==> src/rtl/tdc_readout_sched.sv <==
// tdc_readout_sched
// Round-robin readout scheduler for the TDC capture channels. Each granted
// timestamp is tagged with its channel index and pushed into a small
// show-ahead FIFO that the Wishbone register decoder drains with rd_i.
//
// Optional build macro: TDC_SCHED_DROP_EN
//   defined   -> a full FIFO no longer back-pressures the channels; the
//                round-robin winner is still acked, its timestamp discarded
//                and counted on drop_cnt_o (saturating, cleared by stall_clr_i).
//   undefined -> channels are held off while the FIFO is full; no drop_cnt_o.
//
// Head timing: rd_data_o and empty_o are both registered from the memory as
// it stood before the current edge, so a freshly written entry reaches the
// head one cycle after its write. empty_o is derived from the same term as
// rd_data_o, which keeps the two aligned: whenever empty_o is low, rd_data_o
// already shows the entry that the next rd_i will consume.

module tdc_readout_sched #(
  parameter int NCHAN = 4,
  parameter int CW    = 2,
  parameter int TW    = 32,
  parameter int AW    = 3
) (
  input  logic                wb_clk_i,
  input  logic                rst_n_i,
  input  logic [NCHAN-1:0]    arm_i,
  input  logic [NCHAN-1:0]    chan_valid_i,
  input  logic [NCHAN*TW-1:0] chan_ts_i,
  output logic [NCHAN-1:0]    chan_ack_o,
  input  logic                rd_i,
  output logic [CW+TW-1:0]    rd_data_o,
  output logic                empty_o,
  output logic [AW:0]         count_o,
  output logic                stall_o,
  input  logic                stall_clr_i
`ifdef TDC_SCHED_DROP_EN
  ,
  output logic [7:0]          drop_cnt_o
`endif
);

  localparam int            DW       = CW + TW;
  localparam int            DEPTH    = 1 << AW;
  localparam logic [AW:0]   FULL_CNT = (AW+1)'(DEPTH);

  // arbitration
  logic [NCHAN-1:0] req;
  logic             win_vld;
  logic [CW-1:0]    win_idx;
  logic [CW:0]      cand;

  // flops
  logic [NCHAN-1:0] ack_q, ack_d;
  logic [CW-1:0]    rr_q, rr_d;
  logic [AW-1:0]    wr_ptr_q, wr_ptr_d;
  logic [AW-1:0]    rd_ptr_q, rd_ptr_d;
  logic [AW:0]      count_q, count_d;
  logic             empty_q, empty_d;
  logic [DW-1:0]    rd_data_q, rd_data_d;
  logic             stall_q, stall_d;

  // fifo control
  logic             full;
  logic             push;
  logic             pop;
  logic             take;
  logic [AW:0]      rem;
  logic [DW-1:0]    wr_data;

  logic [DW-1:0]    mem_q [DEPTH];

  // Round-robin search: first requesting channel at or above rr_q, with wrap.
  // The channel acked last cycle is masked because its valid is still high
  // during the ack cycle.
  always_comb begin
    req     = chan_valid_i & arm_i & ~ack_q;
    win_vld = 1'b0;
    win_idx = '0;
    cand    = '0;
    for (int i = 0; i < NCHAN; i++) begin
      cand = {1'b0, rr_q} + (CW+1)'(i);
      if (cand >= (CW+1)'(NCHAN)) begin
        cand = cand - (CW+1)'(NCHAN);
      end
      if (!win_vld && req[cand[CW-1:0]]) begin
        win_vld = 1'b1;
        win_idx = cand[CW-1:0];
      end
    end
  end

  // Grant qualification, ack generation and the next round-robin origin.
  always_comb begin
    full = (count_q == FULL_CNT);
    push = win_vld & ~full;
`ifdef TDC_SCHED_DROP_EN
    take = win_vld;
`else
    take = push;
`endif
    ack_d = take ? (NCHAN'(1) << win_idx) : '0;
    rr_d  = rr_q;
    if (take) begin
      rr_d = (win_idx == CW'(NCHAN-1)) ? '0 : win_idx + CW'(1);
    end
    wr_data = {win_idx, chan_ts_i[int'(win_idx)*TW +: TW]};
  end

  // FIFO pointers, occupancy and the registered show-ahead head.
  always_comb begin
    pop      = rd_i & ~empty_q;
    wr_ptr_d = wr_ptr_q + AW'(push);
    rd_ptr_d = rd_ptr_q + AW'(pop);
    count_d  = count_q + (AW+1)'(push) - (AW+1)'(pop);
    rem      = count_q - (AW+1)'(pop);
    empty_d  = (rem == '0);
    rd_data_d = (rem != '0) ? mem_q[rd_ptr_d] : rd_data_q;
  end

  // Sticky stall: any armed pending channel while full; set beats clear.
  always_comb begin
    stall_d = (full && ((chan_valid_i & arm_i) != '0)) | (stall_q & ~stall_clr_i);
  end

  // Control and head registers.
  always_ff @(posedge wb_clk_i or negedge rst_n_i) begin
    if (!rst_n_i) begin
      ack_q     <= '0;
      rr_q      <= '0;
      wr_ptr_q  <= '0;
      rd_ptr_q  <= '0;
      count_q   <= '0;
      empty_q   <= 1'b1;
      rd_data_q <= '0;
      stall_q   <= 1'b0;
    end else begin
      ack_q     <= ack_d;
      rr_q      <= rr_d;
      wr_ptr_q  <= wr_ptr_d;
      rd_ptr_q  <= rd_ptr_d;
      count_q   <= count_d;
      empty_q   <= empty_d;
      rd_data_q <= rd_data_d;
      stall_q   <= stall_d;
    end
  end

  // Storage array; contents are only meaningful below the occupancy count.
  always_ff @(posedge wb_clk_i) begin
    if (push) begin
      mem_q[wr_ptr_q] <= wr_data;
    end
  end

`ifdef TDC_SCHED_DROP_EN
  logic [7:0] drop_cnt_q, drop_cnt_d;

  // Saturating count of winners discarded because the FIFO was full.
  always_comb begin
    drop_cnt_d = drop_cnt_q;
    if (stall_clr_i) begin
      drop_cnt_d = '0;
    end else if (win_vld && full && (drop_cnt_q != 8'hFF)) begin
      drop_cnt_d = drop_cnt_q + 8'd1;
    end
  end

  // Drop counter register.
  always_ff @(posedge wb_clk_i or negedge rst_n_i) begin
    if (!rst_n_i) begin
      drop_cnt_q <= '0;
    end else begin
      drop_cnt_q <= drop_cnt_d;
    end
  end

  assign drop_cnt_o = drop_cnt_q;
`endif

  assign chan_ack_o = ack_q;
  assign rd_data_o  = rd_data_q;
  assign empty_o    = empty_q;
  assign count_o    = count_q;
  assign stall_o    = stall_q;

endmodule

==> config.mk <==
export PLATFORM = sky130hd
export DESIGN_NAME = tdc_readout_sched
export DESIGN_NICKNAME = d
export VERILOG_FILES = /design/src/rtl/tdc_readout_sched.sv
export SDC_FILE = /design/constraint.sdc
export NUM_CORES = 1
export LEC_CHECK = 0
export ABC_AREA = 1
export CAP_MARGIN = 20
export CORE_AREA = 2 2 225 227
export CTS_BUF_LIST = sky130_fd_sc_hd__clkbuf_8
export CTS_CLUSTER_DIAMETER = 30
export DETAILED_ROUTE_END_ITERATION = 8
export DIE_AREA = 0 0 227 229
export HOLD_SLACK_MARGIN = 0.12
export PLACE_DENSITY = 0.6
export SLEW_MARGIN = 30
export SYNTH_ARGS = -nofsm -noshare
export SYNTH_HDL_FRONTEND = slang
export SYNTH_SLANG_ARGS = --single-unit
==> constraint.sdc <==
create_clock -name wb_clk_i -period 4.2 [get_ports wb_clk_i]
set_clock_uncertainty 0.05 [all_clocks]
set_input_delay 0.84 -clock wb_clk_i [delete_from_list [all_inputs] [get_ports wb_clk_i]]
set_output_delay 0.84 -clock wb_clk_i [all_outputs]
set_load 0.01 [all_outputs]
# Yosys cells after proc, flatten, opt, wreduce, memory -nomap -nowiden
# Memory sizes are Yosys's and may differ from the RTL's. A register that Yosys moved wholly into a read port is not among the register bits.
# Index checks and enable logic that the tools add are counted.
[totals] elab_cells=78 reg_bits=18 n_memories=1 ramBits=272 in_bits=140
[mem_list] name="mem_q" depth=8 width=34 read_ports=1 rd_clocked_by_memory_dff=1 write_ports=1 line_no="70" text="logic [DW-1:0] mem_q [DEPTH];"
[classes] shift=2 bitwise=10 order_cmp=8 eq_ne=2 n_mux=24 reduce_logical=11 add_sub_neg=13
[ops] cell="$shiftx 128x8->32" n=1
[ops] cell="$mux 2" n=9
[ops] cell="$lt 2x3->1 const B" n=4
[ops] cell="$mux 1" n=10
[ops] cell="$ge 3x3->1 const B" n=3
[ops] cell="$and 4x4->4" n=2
[ops] cell="$bmux 1 s2" n=4
[ops] cell="$reduce_bool 4->1" n=2
[ops] cell="$sub 2x1->2 const B" n=4
[ops] cell="$sub 4x1->4" n=2
[ops] cell="$add 2x2->3 const B" n=2
[ops] cell="$add 3x1->3" n=2
[ops] cell="$add 4x1->4" n=1
[ops] cell="$eq 4x4->1 const B" n=1
[ops] cell="$logic_and 1x1->1" n=4
[ops] cell="$logic_not 1->1" n=4
[ops] cell="$logic_not 4->1" n=1
[ops] cell="$mux 4" n=1
[ops] cell="$not 4->4" n=1
[ops] cell="$shl 1x2->4 const A" n=1
[ops] cell="$add 2x1->3 const B" n=1
[ops] cell="$and 1x1->1" n=3
[ops] cell="$ge 2x3->1 const B" n=1
[ops] cell="$not 1->1" n=3
[ops] cell="3 further kinds" n=3

# Depth between registers and ports, before layout
[logic_depth] depth_word=17 mapped_depth=16 ltp_nobuf=14

# Least setup slack after synthesis
# No wires, ideal clock.
[synth_path] path_kind="input to register" from="in chan_valid_i[2]" to="mem mem_q[7][0] (netlist name) (enable)" setup_time_ns=0.468 t_arrival_ns=3.943 slack_ns=-0.261 stages=9 required_ns=3.682 path_cell_list="nand2_1 -> nor2_1 -> nand2_1 -> nand3_1 -> nand2_2 -> nand3_1 -> o21ai_2 -> buf_2 -> nor3_1"
[synth_between] elab_chain_cells=17 word_cells_on_any_way=23 cone_classes="mux: 14; bitwise: 3; reduce/logical: 6"
[synth_lines] item="start, declared" line_no="27" text="input logic [NCHAN-1:0] chan_valid_i,"
[synth_lines] item="$and 4x4->4 * (2 in a row)" line_no="76" text="req = chan_valid_i & arm_i & ~ack_q;"
[synth_lines] item="$bmux 1 s2" line_no="85" text="if (!win_vld && req[cand[CW-1:0]]) begin"
[synth_lines] item="$mux 1 (implied by the code)" line_no="85"
[synth_lines] item="$mux 1" line_no="85"
[synth_lines] item="$logic_not 1->1" line_no="85"
[synth_lines] item="$logic_and 1x1->1" line_no="85"
[synth_lines] item="$mux 1" line_no="85"
[synth_lines] item="$logic_not 1->1" line_no="85"
[synth_lines] item="$logic_and 1x1->1" line_no="85"
[synth_lines] item="$mux 1" line_no="85"
[synth_lines] item="$logic_not 1->1" line_no="85"
[synth_lines] item="$logic_and 1x1->1" line_no="85"
[synth_lines] item="$mux 1 *" line_no="85"
[synth_lines] item="$and 1x1->1 *" line_no="95" text="push = win_vld & ~full;"
[synth_lines] item="$mux 1 *" line_no="150" text="if (push) begin"
[synth_lines] item="$mux 1 (implied by the code) *" line_no="151" text="mem_q[wr_ptr_q] <= wr_data;"
[synth_lines] item="end, declared" line_no="70"
# Mark *: on every way between the ends. The rest lies on a longest branch, timed or not. The select of a mux whose other input is x is not followed.

# Final worst setup path
[layout_path] from="in chan_valid_i[2]" to="mem mem_q[3][5] (netlist name) (data pin)"
[layout_between] elab_chain_cells=15 word_cells_on_any_way=24 cone_classes="shift: 1; mux: 15; bitwise: 2; reduce/logical: 6"
[layout_lines] item="$and 4x4->4 * (2 in a row)" line_no="76"
[layout_lines] item="$bmux 1 s2" line_no="85"
[layout_lines] item="$mux 1 (implied by the code)" line_no="85"
[layout_lines] item="$mux 1" line_no="85"
[layout_lines] item="$logic_not 1->1" line_no="85"
[layout_lines] item="$logic_and 1x1->1" line_no="85"
[layout_lines] item="$mux 1" line_no="85"
[layout_lines] item="$logic_not 1->1" line_no="85"
[layout_lines] item="$logic_and 1x1->1" line_no="85"
[layout_lines] item="$mux 1" line_no="85"
[layout_lines] item="$logic_not 1->1" line_no="85"
[layout_lines] item="$logic_and 1x1->1" line_no="85"
[layout_lines] item="$mux 2 *" line_no="85"
[layout_lines] item="$shiftx 128x8->32 *" line_no="106" text="wr_data = {win_idx, chan_ts_i[int'(win_idx)*TW +: TW]};"
[layout_lines] item="net wr_data[5]" line_no="68" text="logic [DW-1:0] wr_data;"
# The timed path passes the listed nets; every way through them passes the cells marked *. The select of a mux whose other input is x is not followed.

==> results.toml <==
[clock_tree]
clk_pin_slew_ns = 0.06
ctsHtreeMaxLevel = 3
clkSinkCount = 324
cts_resized = 0
post-cts-setup-buffers = 0
clock_path_buffers = 3
ctsHoldBuffers = 0
numCtsBuffers = 71
clockRootBuffer = "clkbuf_8"
cts_tree = "yes"
clk_latency_ns = 0.57

[route]
wirelength_mm = 39.8
avgViaCountPerCell = 4.60
drt-initial-drc-count = 732
postRouteAntennaNets = 0
num_vias = 10600
firstDrtPassIters = 7
wl_per_cell_um = 17.2
drc_errors = 0

[worst_hold_path]
hold_path_class = "in2async"

[finish]
final_cell_mix = "edfxtp_1, inv_1, clkdlybuf4s50_1"
drive_gt1_frac = 0.105
area_delta_synth_final_pct = 29.8
mostFrequentLayoutCell = "edfxtp_1"
nets = 1740
final_util = 0.385
fill_cells = 4859

[global_route]
grt_pass1_wl_mm = 60.7
antenna_found_initial = 1
grt_pass1_vias = 10700
grt_max_degree = 65
track_usage = 0.152
gr-total-overflow = 0

[pwr]
peakVddDrop_uv = 626
cellLeakagePower_uw = 0.00784
cellPowerDensity_nw_per_um2 = 1020

[floorplanning]
start_util = 0.297
ios = 184
rows = 82
die_h_um = 229
core-area_um2 = 49700
die-width_um = 227
fp.dieArea_um2 = 52000

[setup_path]
required_ns = 4.37
crit_path_max_fanout = 64
worst_setup_path_start_kind = "input port"
critical_path_class = "in2reg"
worstSetupEndpointType = "flip-flop"
arrival_ns = 3.22

[timing]
fin_crit_sh = 0.725
drv_slew = 0
rsz0062_at_grt = "no"
clock.fmax_mhz = 328
holdWs_ns = 0.212
setup_violations = 0
fin_crit_ns = 3.05
worst_pin_slew_ns = 0.766
max_slew_margin = 0.489
hold_violations = 0

[run]
drv_cap = 0

[placed_design]
gp_congestion = 0.847
dp_hpwl_mm = 24.6
port_buffers = 183

[synth]
synth_flop_cell = "edfxtp_1"
synth_seq_area_share = 0.643
netlist_instances = 1372
synthAdderAreaFrac = 0.0141
syn_area_um2 = 14700
synth_top_family_by_area = "simple AND/OR/NAND/NOR gates"
ys_ff_latch = 324
async_flop_share = 0.160
synth_simple_gate_area_frac = 0.114
synth-edff-count = 272
syn_avg_cell_area_um2 = 10.7
synth.area.mux_share = 0.0462
yosys_warnings = 0
synth_compound_area_frac = 0.0956
syn-num-nets = 1528
ys_types = 32
synth-xor-area-share = 0.00238

[status]
status = "finished clean"
-- registers in the layout (all words and copies together) (netlist names) --
name        flops
count_o         4
stall_o         1
empty_o         1
rd_ptr_q        3
rd_data_o      34
rr_q            2
wr_ptr_q        3
chan_ack_o      4
mem_q         272
-- layer usage --
layer,track usage,vias to the layer above,part of all wire
met2,0.245,413,0.46
met3,0.0404,41,0.085
li1,-,5121,-
met4,0.0388,2,0.013
met1,0.204,5067,0.44
met5,0,-,0.00033
-- critical path: stages --
cell             delay (ns)
clkdlybuf4s50_1        0.50
nand2_1                0.08
nor2_1                 0.12
nand2_1                0.12
nand2_1                0.09
nand2_1                0.07
nand2_1                0.07
nand3_1                0.07
nand3_2                0.08
buf_4                  0.62
nand3_1                0.17
nand3_1                0.13
nand2_1                0.22
-- synthesized netlist by cell type, types with 2 or more instances --
master / count / area share
a21oi_1: 73 / 0.025
buf_2: 23 / 0.0078
buf_4: 15 / 0.0076
buf_6: 4 / 0.0031
clkbuf_1: 36 / 0.0092
dfrtp_1: 51 / 0.087
edfxtp_1: 272 / 0.55
ha_1: 15 / 0.013
inv_1: 221 / 0.056
inv_2: 3 / 0.00076
mux2i_1: 68 / 0.046
nand2_1: 173 / 0.044
nand2_2: 2 / 0.00085
nand3_1: 153 / 0.052
nand4_1: 4 / 0.0017
nor2_1: 40 / 0.010
nor3_1: 8 / 0.0027
o211ai_1: 12 / 0.0061
o21ai_0: 166 / 0.056
o21ai_1: 19 / 0.0065
xnor2_1: 2 / 0.0012
xor2_1: 2 / 0.0012
-- through the flow --
stage / power (µW) / cell area, µm² / worst slack [ns] / std cells / setup TNS, ns
floorplan: 12400 / 14700 / -0.261 / 1372 / -53.80
CTS: 19600 / 19100 / 1.12 / 2312 / 0
global route: 20900 / 19100 / 0.955 / 2312 / 0
finish: 19500 / 19100 / 1.15 / 2313 / 0
global placement: 15400 / 17500 / 0.606 / 2183 / 0
detailed placement: 15700 / 17500 / 0.537 / 2183 / 0
-- cell type report --
type                            instances  area (µm²)  area share
Timing Repair Buffer                  218        2250       0.118
Inverter                              225         845      0.0442
Antenna cell                            1        2.50    0.000131
Clock inverter                         50         541      0.0283
Multi-Input combinational cell        744        4070       0.213
Clock buffer                           79        1090      0.0569
Sequential cell                       324        9470       0.495
Tap cell                              672         841      0.0440
-- power by group --
| group | internal, µW | leakage [µW] | total [µW] | switching (µW) |
|---|---|---|---|---|
| clock network | 2430 | 0.000881 | 3870 | 1440 |
| logic | 2850 | 0.00386 | 8850 | 6000 |
| registers | 6280 | 0.00310 | 6750 | 473 |
-- cell families (layout without fill, tap and decap cells) --
family	Yosys count	count (layout)
mux	68	68
simple gates	383	383
buf+inv	304	572
xor+xnor	4	4
flops	324	324
compound gates	273	273
other cells	0	1
fa+ha+maj	16	16
-- path summary, 6_finish.rpt --
check                                start  cells after the start             to  slack (ns)
max in group asynchronous          rst_n_i                      2        empty_o        3.23
min reg2reg                   rd_data_o[3]                      2   rd_data_o[3]        0.43
max reg2reg                        rr_q[0]                     11    mem_q[3][5]        1.27
max                        chan_valid_i[2]                     13    mem_q[3][5]        1.15
min                                rst_n_i                      1  rd_data_o[26]        0.21
min in group wb_clk_i         rd_data_o[3]                      2   rd_data_o[3]        0.43
Power figures use the tool's default switching activity.
